**src/rtl/bcd_stopwatch_counter.sv**
```systemverilog
// -----------------------------------------------------------------------------
// bcd_stopwatch_counter
//
// MM:SS stopwatch core. Counts rising edges of the divided tick level (already
// in the cin domain) into four BCD digits. A prescaler groups TICK_DIV edges
// into one second. Start/stop/clear arrive as single-cycle pulses from the
// debounced button stage.
//
// Parameters
//   TICK_DIV : tick_in rising edges per one-second increment (>= 1)
//   D3_MAX   : largest value of the minutes-tens digit (wrap point D3_MAX9:59)
//
// Ports
//   cin        in   system clock, all state on posedge cin
//   rst        in   synchronous, active-high reset
//   tick_in    in   divided clock level, edge-detected here
//   start_stop in   1-cycle pulse: start, pause or resume
//   clear      in   1-cycle pulse: zero the count while paused
//   lap        in   1-cycle pulse, only used when LAP_HOLD_EN is defined
//   d0..d3     out  BCD digits: sec units, sec tens, min units, min tens
//   running    out  high while the FSM is in RUN
//   wrap       out  1-cycle pulse when the count rolls over to 00:00
//
// Configuration macro
//   LAP_HOLD_EN : adds a lap-hold display register. While hold is set the
//                 digits show the captured count and the live count keeps
//                 running underneath. Undefined: lap is ignored.
// -----------------------------------------------------------------------------
module bcd_stopwatch_counter #(
    parameter int TICK_DIV = 1,
    parameter int D3_MAX   = 9
) (
    input  logic       cin,
    input  logic       rst,
    input  logic       tick_in,
    input  logic       start_stop,
    input  logic       clear,
    input  logic       lap,
    output logic [3:0] d0,
    output logic [3:0] d1,
    output logic [3:0] d2,
    output logic [3:0] d3,
    output logic       running,
    output logic       wrap
);

    localparam int PW = (TICK_DIV > 1) ? $clog2(TICK_DIV) : 1;

    localparam logic [1:0] ST_IDLE  = 2'd0;
    localparam logic [1:0] ST_RUN   = 2'd1;
    localparam logic [1:0] ST_PAUSE = 2'd2;

    // ------------------------------------------------------------------
    // Registers
    // ------------------------------------------------------------------
    logic [1:0]       state_q, state_d;
    logic             tick_q;
    logic [PW-1:0]    presc_q, presc_d;
    logic [3:0][3:0]  cnt_q, cnt_d;
    logic             wrap_q, wrap_d;

    // ------------------------------------------------------------------
    // Edge detect. tick_q resets high so a level that is already high at
    // reset release is not mistaken for a rising edge.
    // ------------------------------------------------------------------
    logic tick_edge;
    assign tick_edge = tick_in & ~tick_q;

    // ------------------------------------------------------------------
    // FSM next state
    // ------------------------------------------------------------------
    logic zero_count;

    always_comb begin
        state_d    = state_q;
        zero_count = 1'b0;
        case (state_q)
            ST_IDLE: begin
                if (start_stop) state_d = ST_RUN;
            end
            ST_RUN: begin
                if (start_stop) state_d = ST_PAUSE;
            end
            ST_PAUSE: begin
                // clear takes priority over a simultaneous start_stop
                if (clear) begin
                    state_d    = ST_IDLE;
                    zero_count = 1'b1;
                end else if (start_stop) begin
                    state_d = ST_RUN;
                end
            end
            default: begin
                state_d    = ST_IDLE;
                zero_count = 1'b1;
            end
        endcase
    end

    // ------------------------------------------------------------------
    // Prescaler. Counting is qualified by the current state, so an edge in
    // the cycle that leaves RUN still counts and one in the cycle that
    // enters RUN does not.
    // ------------------------------------------------------------------
    logic count_en;
    logic presc_last;
    logic sec_tick;

    assign count_en   = (state_q == ST_RUN) && tick_edge;
    assign presc_last = (presc_q == PW'(TICK_DIV - 1));
    assign sec_tick   = count_en && presc_last;

    always_comb begin
        presc_d = presc_q;
        if (zero_count) begin
            presc_d = '0;
        end else if (count_en) begin
            presc_d = presc_last ? '0 : presc_q + PW'(1);
        end
    end

    // ------------------------------------------------------------------
    // BCD digit chain. inc[gi] is the increment request into digit gi;
    // a digit sitting at its maximum passes the request on and rolls to 0.
    // A carry out of the top digit means the whole count was at max.
    // ------------------------------------------------------------------
    logic [4:0] inc;
    assign inc[0] = sec_tick;

    generate
        for (genvar gi = 0; gi < 4; gi++) begin : g_digit
            localparam logic [3:0] DMAX = (gi == 0) ? 4'd9 :
                                          (gi == 1) ? 4'd5 :
                                          (gi == 2) ? 4'd9 : 4'(D3_MAX);
            logic at_max;
            assign at_max     = (cnt_q[gi] == DMAX);
            assign inc[gi+1]  = inc[gi] & at_max;
            assign cnt_d[gi]  = zero_count ? 4'd0 :
                                !inc[gi]   ? cnt_q[gi] :
                                at_max     ? 4'd0 : cnt_q[gi] + 4'd1;
        end
    endgenerate

    assign wrap_d = inc[4];

    // ------------------------------------------------------------------
    // State update
    // ------------------------------------------------------------------
    always_ff @(posedge cin) begin
        if (rst) begin
            state_q <= ST_IDLE;
            tick_q  <= 1'b1;
            presc_q <= '0;
            cnt_q   <= '0;
            wrap_q  <= 1'b0;
        end else begin
            state_q <= state_d;
            tick_q  <= tick_in;
            presc_q <= presc_d;
            cnt_q   <= cnt_d;
            wrap_q  <= wrap_d;
        end
    end

    assign running = (state_q == ST_RUN);
    assign wrap    = wrap_q;

    // ------------------------------------------------------------------
    // Display path
    // ------------------------------------------------------------------
`ifdef LAP_HOLD_EN
    logic             hold_q, hold_d;
    logic [3:0][3:0]  disp_q, disp_d;

    always_comb begin
        hold_d = hold_q;
        disp_d = disp_q;
        if (state_d == ST_IDLE) begin
            hold_d = 1'b0;
        end else if (lap) begin
            if (state_q == ST_RUN) begin
                hold_d = ~hold_q;
                // Entering hold freezes the count as it stands this cycle
                if (!hold_q) disp_d = cnt_q;
            end else if (state_q == ST_PAUSE && hold_q) begin
                hold_d = 1'b0;
            end
        end
    end

    always_ff @(posedge cin) begin
        if (rst) begin
            hold_q <= 1'b0;
            disp_q <= '0;
        end else begin
            hold_q <= hold_d;
            disp_q <= disp_d;
        end
    end

    logic [3:0][3:0] shown;
    assign shown = hold_q ? disp_q : cnt_q;
    assign d0 = shown[0];
    assign d1 = shown[1];
    assign d2 = shown[2];
    assign d3 = shown[3];
`else
    logic unused_lap;
    assign unused_lap = lap;

    assign d0 = cnt_q[0];
    assign d1 = cnt_q[1];
    assign d2 = cnt_q[2];
    assign d3 = cnt_q[3];
`endif

endmodule

```
**config.mk**
```make
export PLATFORM = sky130hd
export DESIGN_NAME = bcd_stopwatch_counter
export DESIGN_NICKNAME = d
export VERILOG_FILES = /design/src/rtl/bcd_stopwatch_counter.sv
export SDC_FILE = /design/constraint.sdc
export NUM_CORES = 1
export LEC_CHECK = 0
export BUFFER_PORTS_ARGS = -buffer_cell sky130_fd_sc_hd__buf_4
export CAP_MARGIN = 5
export CORE_MARGIN = 3
export CORE_UTILIZATION = 46
export DETAILED_ROUTE_END_ITERATION = 12
export GPL_ROUTABILITY_DRIVEN = 0
export GPL_TIMING_DRIVEN = 0
export PLACE_DENSITY_LB_ADDON = 0.08
export SLEW_MARGIN = 20
export SYNTH_ARGS = -nofsm -noshare
export SYNTH_HDL_FRONTEND = slang
export SYNTH_SLANG_ARGS = --single-unit
```
**constraint.sdc**
```tcl
create_clock -name cin -period 1.6 [get_ports cin]
set_input_delay 0.16 -clock cin [delete_from_list [all_inputs] [get_ports cin]]
set_output_delay 0.16 -clock cin [all_outputs]
set_load 0.01 [all_outputs]
```
==> results of run 1 <==
==> registers in the layout, indices dropped and copies added (netlist names) <==
name,cells
d0,4
d1,4
d2,4
d3,4
state_q,2
tick_q,1
wrap,1
==> cell families after synthesis <==
group,count (synthesis),synth area share [%]
AND/OR/NAND/NOR,56,35.3
AO/OA/AOI/OAI,22,12.5
flip-flops,20,40.8
XOR/XNOR,5,4.46
buffers and inverters,8,3.82
multiplexers,3,3.18
==> metal layers <==
layer / wire, um / part of all wire [%] / vias to the layer above
li1: - / - / 465
met1: 979 / 47 / 423
met2: 987 / 47 / 21
met3: 120 / 5.7 / 2
met4: 8 / 0.38 / 0
met5: 0 / 0 / -
==> cell usage in the layout (no fill, tap or decap), types with 2 or more instances in the layout <==
master,Yosys,final
xor2_1,3,3
dfxtp_4,0,2
nand2_1,7,7
buf_4,0,28
clkbuf_4,0,3
and3_1,2,2
nor2_1,15,15
nand3_1,4,3
or3_1,4,4
dfxtp_2,0,4
nor2b_1,5,5
xnor2_1,2,2
o21ai_0,8,7
dfxtp_1,20,14
mux2i_1,2,2
nand4_1,4,4
or4_4,1,2
inv_1,5,5
and4bb_4,0,2
a21oi_1,9,8
==> worst max-delay path, stage by stage (launching register included) <==
cell	delay, ps
dfxtp_4	370
nand4bb_4	180
or4_4	500
or4_4	490
a21oi_2	130
==> power by group <==
group          internal, uW  leakage [uW]  total [uW]  switching (uW)
combinational          27.4      0.000328        53.2            25.8
clock                  87.4     0.0000138         230             142
sequential              501      0.000165         509            7.89
total                   616      0.000507         792             176
==> metrics by stage <==
step / area [um^2] / power, uW / worst slack (ps) / hold slack [ps] / instances
6_report: 1310 / 792 / -129 / 80.1 / 171
5_1_grt: 1310 / 830 / -185 / 70.9 / 171
4_1_cts: 1280 / 801 / -195 / 66.5 / 171
3_5_place_dp: 1190 / 574 / -220 / 378 / 163
3_3_place_gp: 1190 / 573 / -182 / 365 / 163
2_1_floorplan: 988 / 551 / -110 / 264 / 114
==> cell type report <==
cell class | instances | area, um^2
flip-flops and latches | 20 | 413
clock buffers | 3 | 22.5
repair buffers | 29 | 221
inverters | 5 | 18.8
fillers | 187 | 673
well taps | 27 | 33.8
plain buffers | 1 | 3.75
multi-input cells | 86 | 596
==> timing repair <==
item	in CTS	in global routing
buffers inserted	7	0
pin swaps	4	2
setup endpoints to repair	13	10
gates resized for setup	10	11
hold buffers	0	0
==> worst max-delay path by stage <==
| stage | endpoint | slack, ps | cells past startpoint |
|---|---|---|---|
| 3_3_place_gp | d3[1] | -180 | 4 |
| 6_report | d3[1] | -130 | 4 |
| 5_1_grt | d3[1] | -180 | 4 |
| 4_1_cts | d3[1] | -200 | 4 |
| 2_1_floorplan | d3[1] | -110 | 5 |
| 3_5_place_dp | d3[1] | -220 | 4 |
==> impl_metrics.yaml, run 1 <==
timing:
  worst_pin_slew_ps: 431
  worst_slack_ps: -129
  finalSetupViolations: 3
  skew_ps: 6.43
  slew_headroom_pct: 70.8
  max_clock_freq_ghz: 0.578
  fin_crit_ps: 1730
  timing.final.crit_share_pct: 108
  final_hold_viol_count: 0
  rsz0062_at_grt: "yes"
  slew_violations: 0
  fin_tns_setup_ps: -349
grt:
  antenna_found_initial: 0
  top_usage_layer: "met2"
  met2_usage_pct: 28.0
  track_usage_pct: 17.4
  grt_remaining_overflow: 0
  use_met3_pct: 2.85
  grt_max_degree: 11
  grt_pass1_vias: 817
  grt_pass1_wl_um: 3620
  grtUsageMet1_pct: 23.3
worst_setup_path:
  critPathLaunch: "d1[1]"
  crit_path_end_kind: "flop"
  start_kind: "flop"
  timing.rr.start: "d1[1]"
  required_ps: 1830
  path_class: "flop to flop"
  r2r-end: "d3[1]"
  arrival_ps: 1960
  reg2reg_setup_slack_ps: -130
  ff2ff_path_depth: 4
  path_max_fanout: 3
floorplanning:
  rows: 16
  die_area_um2: 2730
  die_y_um: 52.2
  coreArea_um2: 1980
  start_util_pct: 49.6
  die_w_um: 52.2
  num_io_pins: 24
synthesis:
  synth.most_common_cell: "dfxtp_1"
  syn-instance-count: 114
  syn_area_um2: 982
  yosys_register_bits: 20
  syn_nets: 120
  yosys.area.top_type_share_pct: 40.8
  yosysWarnings: 0
  synth.distinct_cells: 34
  synthTopCellsByArea: "dfxtp_1 (41%), nor2_1 (5.7%), a21oi_1 (4.6%)"
  synth_area_leader_cell: "dfxtp_1"
  netlist_top_cells_count: "dfxtp_1 (20), nor2_1 (15), a21oi_1 (9)"
  synth_flop_cell: "dfxtp_1"
  synth-edff-count: 0
  syn_avg_cell_area_um2: 8.62
  yosysSeqAreaShare_pct: 40.8
  async_flop_share_pct: 0
status:
  status: "finished, violations left"
  failed_checks: "negative setup slack"
cts:
  clock_latency_ps: 290
  clk_path_buf_depth: 2
  numClockSinks: 20
  cts_tree: "done"
  root_buffer: "clkbuf_4"
  htreeDepth: 1
  cts_made_buffers: 3
  clk_pin_slew_ps: 110
power:
  power_density_nw_per_um2: 605
  cellLeakagePower_uw: 0.000507
  ir_drop_mv: 0.391
placed_design:
  dp_hpwl_um: 1470
  place.port_buffers: 22
run:
  maxCapViolations: 0
route:
  drt.antenna.violating_nets: 0
  via_per_inst: 5.33
  first_pass_iters: 4
  routed_wl_um: 2100
  detail_route.iter0.violations: 20
  avgRoutedWirePerCell_um: 12.3
  drc_errors: 0
  vias: 911
worst_hold_path:
  hold_class: "primary input to flop"
  holdPathStages: 2
  worstHoldEndpoint: "tick_q"
  hp-start: "tick_in"
layout:
  syn2layout_area_growth_pct: 33.2
  nets: 152
  insertedDiodeCount: 0
  drive_above_1_share_pct: 36.8
  final_util_pct: 66.0
No activity file was read; power rests on OpenSTA's default activity.
==> run 2: changes to the inputs <==
--- a/config.mk
+++ b/config.mk
@@ -8,7 +8,7 @@
 export BUFFER_PORTS_ARGS = -buffer_cell sky130_fd_sc_hd__buf_4
 export CAP_MARGIN = 5
 export CORE_MARGIN = 3
-export CORE_UTILIZATION = 46
+export CORE_UTILIZATION = 45
 export DETAILED_ROUTE_END_ITERATION = 12
 export GPL_ROUTABILITY_DRIVEN = 0
 export GPL_TIMING_DRIVEN = 0
==> impl_metrics.yaml, run 2 (synthesized netlist as in run 1, its figures left out) <==
route:
  avgRoutedWirePerCell_um: 12.6
  via_per_inst: 5.37
  vias: 951
  drt.antenna.violating_nets: 0
  detail_route.iter0.violations: 9
  routed_wl_um: 2230
  drc_errors: 0
  first_pass_iters: 4
layout:
  drive_above_1_share_pct: 38.7
  nets: 157
  multi_input_area_um2: 592
  mostFrequentLayoutCell: "buf_4"
  insertedDiodeCount: 0
  final_util_pct: 67.0
  fillers: 175
  seqCellArea_um2: 412
  syn2layout_area_growth_pct: 38.0
  final_cell_mix: "buf_4 (33), nor2_1 (15), dfxtp_1 (15), o21ai_0 (8), a21oi_1 (8)"
worst_hold_path:
  worstHoldEndpoint: "tick_q"
  hp-start: "tick_in"
  hold_class: "primary input to flop"
  holdPathStages: 2
cts:
  htreeDepth: 1
  cts_made_buffers: 3
  clk_pin_slew_ps: 130
  holdBufCountCts: 0
  clk_path_buf_depth: 2
  root_buffer: "clkbuf_4"
  clock_latency_ps: 310
  cts_tree: "done"
  numClockSinks: 20
floorplanning:
  num_io_pins: 24
  rows: 16
  coreArea_um2: 2020
  start_util_pct: 48.6
  die_y_um: 52.7
  die_area_um2: 2780
  die_w_um: 52.7
timing:
  worst_pin_slew_ps: 470
  timing.final.crit_share_pct: 108
  fin_tns_setup_ps: -331
  slew_headroom_pct: 68.2
  slew_violations: 0
  final_hold_viol_count: 0
  max_clock_freq_ghz: 0.578
  skew_ps: 16.3
  finalSetupViolations: 5
  rsz0062_at_grt: "yes"
  fin_crit_ps: 1730
  worst_slack_ps: -129
worst_setup_path:
  ff2ff_path_depth: 4
  r2r-end: "d3[2]"
  start_kind: "flop"
  crit_path_end_kind: "flop"
  path_class: "flop to flop"
  path_max_fanout: 4
  reg2reg_setup_slack_ps: -130
  arrival_ps: 1930
  required_ps: 1800
  timing.rr.start: "d1[3]"
grt:
  grt_pass1_vias: 835
  antenna_found_initial: 0
  grt_max_degree: 12
  grt_pass1_wl_um: 3620
  grt_remaining_overflow: 0
  track_usage_pct: 17.3
power:
  cellLeakagePower_uw: 0.000543
  power_density_nw_per_um2: 640
  ir_drop_mv: 0.599
  fin_total_pwr_uw: 867
status:
  failed_checks: "negative setup slack"
  status: "finished, violations left"
placed_design:
  dp_slack_ps: -192
  place.port_buffers: 22
  dp_hpwl_um: 1460
run:
  maxCapViolations: 0
==> run 2: changes by cell type in the layout (fill, tap and decap cells not counted), sizes merged <==
| cell | previous run | this run |
|---|---|---|
| buf | 29 | 34 |
| clkbuf | 4 | 5 |
==> run 2: worst max path at each step <==
stage           from    end  slack (ps)  cells after the start
6_report       d1[3]  d3[2]        -130                      4
2_1_floorplan  d1[1]  d3[1]        -110                      5
4_1_cts        d1[1]  d3[2]        -130                      4
3_5_place_dp   d0[0]  d3[1]        -190                      4
3_3_place_gp   d0[0]  d3[1]        -150                      4
5_1_grt        d1[3]  d3[2]        -170                      4
==> run 2: metrics by stage <==
step,cells,area [um^2],hold WS [ps]
finish,177,1360,56.0
global route,177,1360,52.2
CTS,170,1280,39.9
detailed placement,163,1190,374
global placement,163,1190,368
floorplan,114,988,264
==> run 2: layer usage <==
layer / vias to the layer above / global-route usage, % / wire length, um
li1: 479 / - / -
met1: 449 / 22.8 / 1080
met2: 21 / 27.9 / 1040
met3: 2 / 5.13 / 106
met4: 0 / 2.98 / 12
met5: - / 0 / 0
==> run 2: critical path: stages (launching register included) <==
cell and delay (ps):
dfxtp_2 340, nand4bb_4 220, or4_4 540, nor3_4 210, mux2_4 310
==> run 2: cell type report <==
| class | instances | share of cell area (%) |
|---|---|---|
| Buffer | 1 | 0.277 |
| Clock buffer | 4 | 2.68 |
| Inverter | 5 | 1.39 |
| Multi-Input combinational cell | 86 | 43.7 |
| Sequential cell | 20 | 30.4 |
| Tap cell | 27 | 2.49 |
| Timing Repair Buffer | 34 | 19.1 |
==> run 2: what timing repair did <==
action,in CTS,in global routing
gates resized for setup,9,9
pin swaps,2,2
buffers inserted,5,7
setup endpoints to repair,14,9
==> run 2: report_power, final <==
part / internal (uW) / switching, uW
registers: 501 / 8.40
clock network: 139 / 164
logic: 27.3 / 27.3
==> run 3: changes to the inputs <==
--- a/config.mk
+++ b/config.mk
@@ -5,6 +5,7 @@
 export SDC_FILE = /design/constraint.sdc
 export NUM_CORES = 1
 export LEC_CHECK = 0
+export ABC_AREA = 1
 export BUFFER_PORTS_ARGS = -buffer_cell sky130_fd_sc_hd__buf_4
 export CAP_MARGIN = 5
 export CORE_MARGIN = 3
==> impl_metrics.yaml, run 3 <==
status:
  status: "completed"
synthesis:
  syn-instance-count: 155
  yosysWarnings: 0
  yosys_register_bits: 20
  synth.most_common_cell: "nand2_1"
  synth.distinct_cells: 20
  async_flop_share_pct: 0
  synth_compound_area_share_pct: 10.8
  netlist_top_cells_count: "nand2_1 (41), nor2_1 (27), inv_1 (21)"
  syn_area_um2: 1010
  yosys.area.top_type_share_pct: 39.6
  yosysSeqAreaShare_pct: 39.6
  synth-simple-area-share_pct: 39.5
  syn_avg_cell_area_um2: 6.52
  synthTopCellsByArea: "dfxtp_1 (40%), nand2_1 (15%), nor2_1 (10%)"
  synth.area.mux_share_pct: 0
  synth-edff-count: 0
  synthAdderAreaFrac_pct: 0
  synth_flop_cell: "dfxtp_1"
  synth_xor_area_share_pct: 0.866
  syn_nets: 161
  synth_area_leader_cell: "dfxtp_1"
  synth_top_family_by_area: "simple AND/OR/NAND/NOR gates"
route:
  detail_route.iter0.violations: 14
  avgRoutedWirePerCell_um: 10.1
  wl_met1_um: 1040
  maxUsedRoutingLayer: "met4"
  wl_met2_um: 919
  routed_wl_um: 2100
  drc_errors: 0
  drt.antenna.violating_nets: 0
  via_per_inst: 4.78
  first_pass_iters: 4
  met3_length_um: 101
  vias: 995
power:
  fin_total_pwr_uw: 864
  cellLeakagePower_uw: 0.000521
  power_density_nw_per_um2: 694
  ir_drop_mv: 0.497
placed_design:
  dp_hpwl_um: 1510
  place.port_buffers: 22
cts:
  holdBufCountCts: 0
  clk_pin_slew_ps: 110
  ctsResizeCount: 0
  numClockSinks: 20
  cts_made_buffers: 3
  cts_tree: "done"
  clk_path_buf_depth: 2
  postCtsSetupBuffers: 0
  htreeDepth: 1
  root_buffer: "clkbuf_4"
  clock_latency_ps: 300
timing:
  finalSetupViolations: 0
  skew_ps: 0.383
  final_hold_viol_count: 0
  rsz0062_at_grt: "no"
  fin_tns_setup_ps: 0
  worst_pin_slew_ps: 452
  fin_crit_ps: 1400
  slew_violations: 0
  max_clock_freq_ghz: 0.716
  timing.final.crit_share_pct: 87.3
  slew_headroom_pct: 69.9
grt:
  track_usage_pct: 16.6
  antenna_found_initial: 0
  grt_pass1_wl_um: 3480
  grt_pass1_vias: 871
  grt_remaining_overflow: 0
  grt_max_degree: 12
floorplanning:
  die_y_um: 53.4
  start_util_pct: 49.5
  rows: 16
  num_io_pins: 24
  die_w_um: 53.4
  die_area_um2: 2850
  coreArea_um2: 2040
layout:
  mostFrequentLayoutCell: "nand2_1"
  syn2layout_area_growth_pct: 23.3
  fillers: 204
  final_util_pct: 61.0
  nets: 188
  drive_above_1_share_pct: 21.5
  final_cell_mix: "nand2_1 (41), nor2_1 (27), buf_4 (22), inv_1 (21), dfxtp_1 (20)"
  insertedDiodeCount: 0
worst_setup_path:
  slowest_stage: "dfxtp_1"
  path_depth: 4
  ff2ff_path_depth: 4
  critical_path.top_delay_family: "flip-flops"
  path_max_fanout: 10
  cpMostUsedCell: "inv_2"
  arrival_ps: 1610
  path_class: "flop to flop"
  cpPeakStageDelay_ps: 420
  start_kind: "flop"
  worstPathCellList: "inv_2 -> o21ai_2 -> inv_2 -> and3_1"
  required_ps: 1810
  crit_path_end_kind: "flop"
  crit_buf_inv: 2
worst_hold_path:
  holdPathStages: 3
  hold_class: "primary input to flop"
run:
  maxCapViolations: 0
-- run 3: where the power goes --
part / internal, uW / total [uW] / switching (uW) / leakage, uW
clock: 139 / 298 / 159 / 0.0000210
sequential: 503 / 510 / 6.34 / 0.000162
combinational: 22.1 / 56.1 / 34.0 / 0.000338
-- run 3: tightest hold or removal path, stage by stage --
cell and delay, ps:
buf_4 80, inv_1 40, nand2_1 40
-- run 3: per-stage QoR --
stage	cells	cell area [um^2]	hold slack, ps	setup WS (ps)
floorplan	155	1010	256	404
global placement	204	1210	352	244
detailed placement	204	1210	360	218
CTS	208	1250	40.6	181
global route	208	1250	39.3	113
finish	208	1250	38.8	204
-- run 3: metal layers --
layer / global-route usage [%] / vias up
met5: 0 / -
met4: 7.66 / 0
met3: 3.38 / 5
met2: 28.6 / 17
met1: 19.3 / 437
li1: - / 536
-- run 3: layout make-up --
class	instances	area, um^2	area share, %
clock buffers	4	36.3	2.91
repair buffers	22	165	13.3
multi-input cells	110	517	41.5
well taps	27	33.8	2.71
inverters	25	93.8	7.53
flip-flops and latches	20	400	32.1
-- run 3: kinds of logic after synthesis --
| family | count (synthesis) |
|---|---|
| AND/OR/NAND/NOR | 89 |
| buffers and inverters | 25 |
| AO/OA/AOI/OAI | 20 |
| XOR/XNOR | 1 |
| flip-flops | 20 |
-- run 3: final timing paths --
path | endpoint | slack [ps] | startpoint
worst max-delay path | d1[3] | 200 | state_q[1]
worst max register to register | d1[3] | 200 | state_q[1]
worst min-delay path | tick_q | 40 | tick_in
worst min register to register | d2[1] | 510 | d2[1]
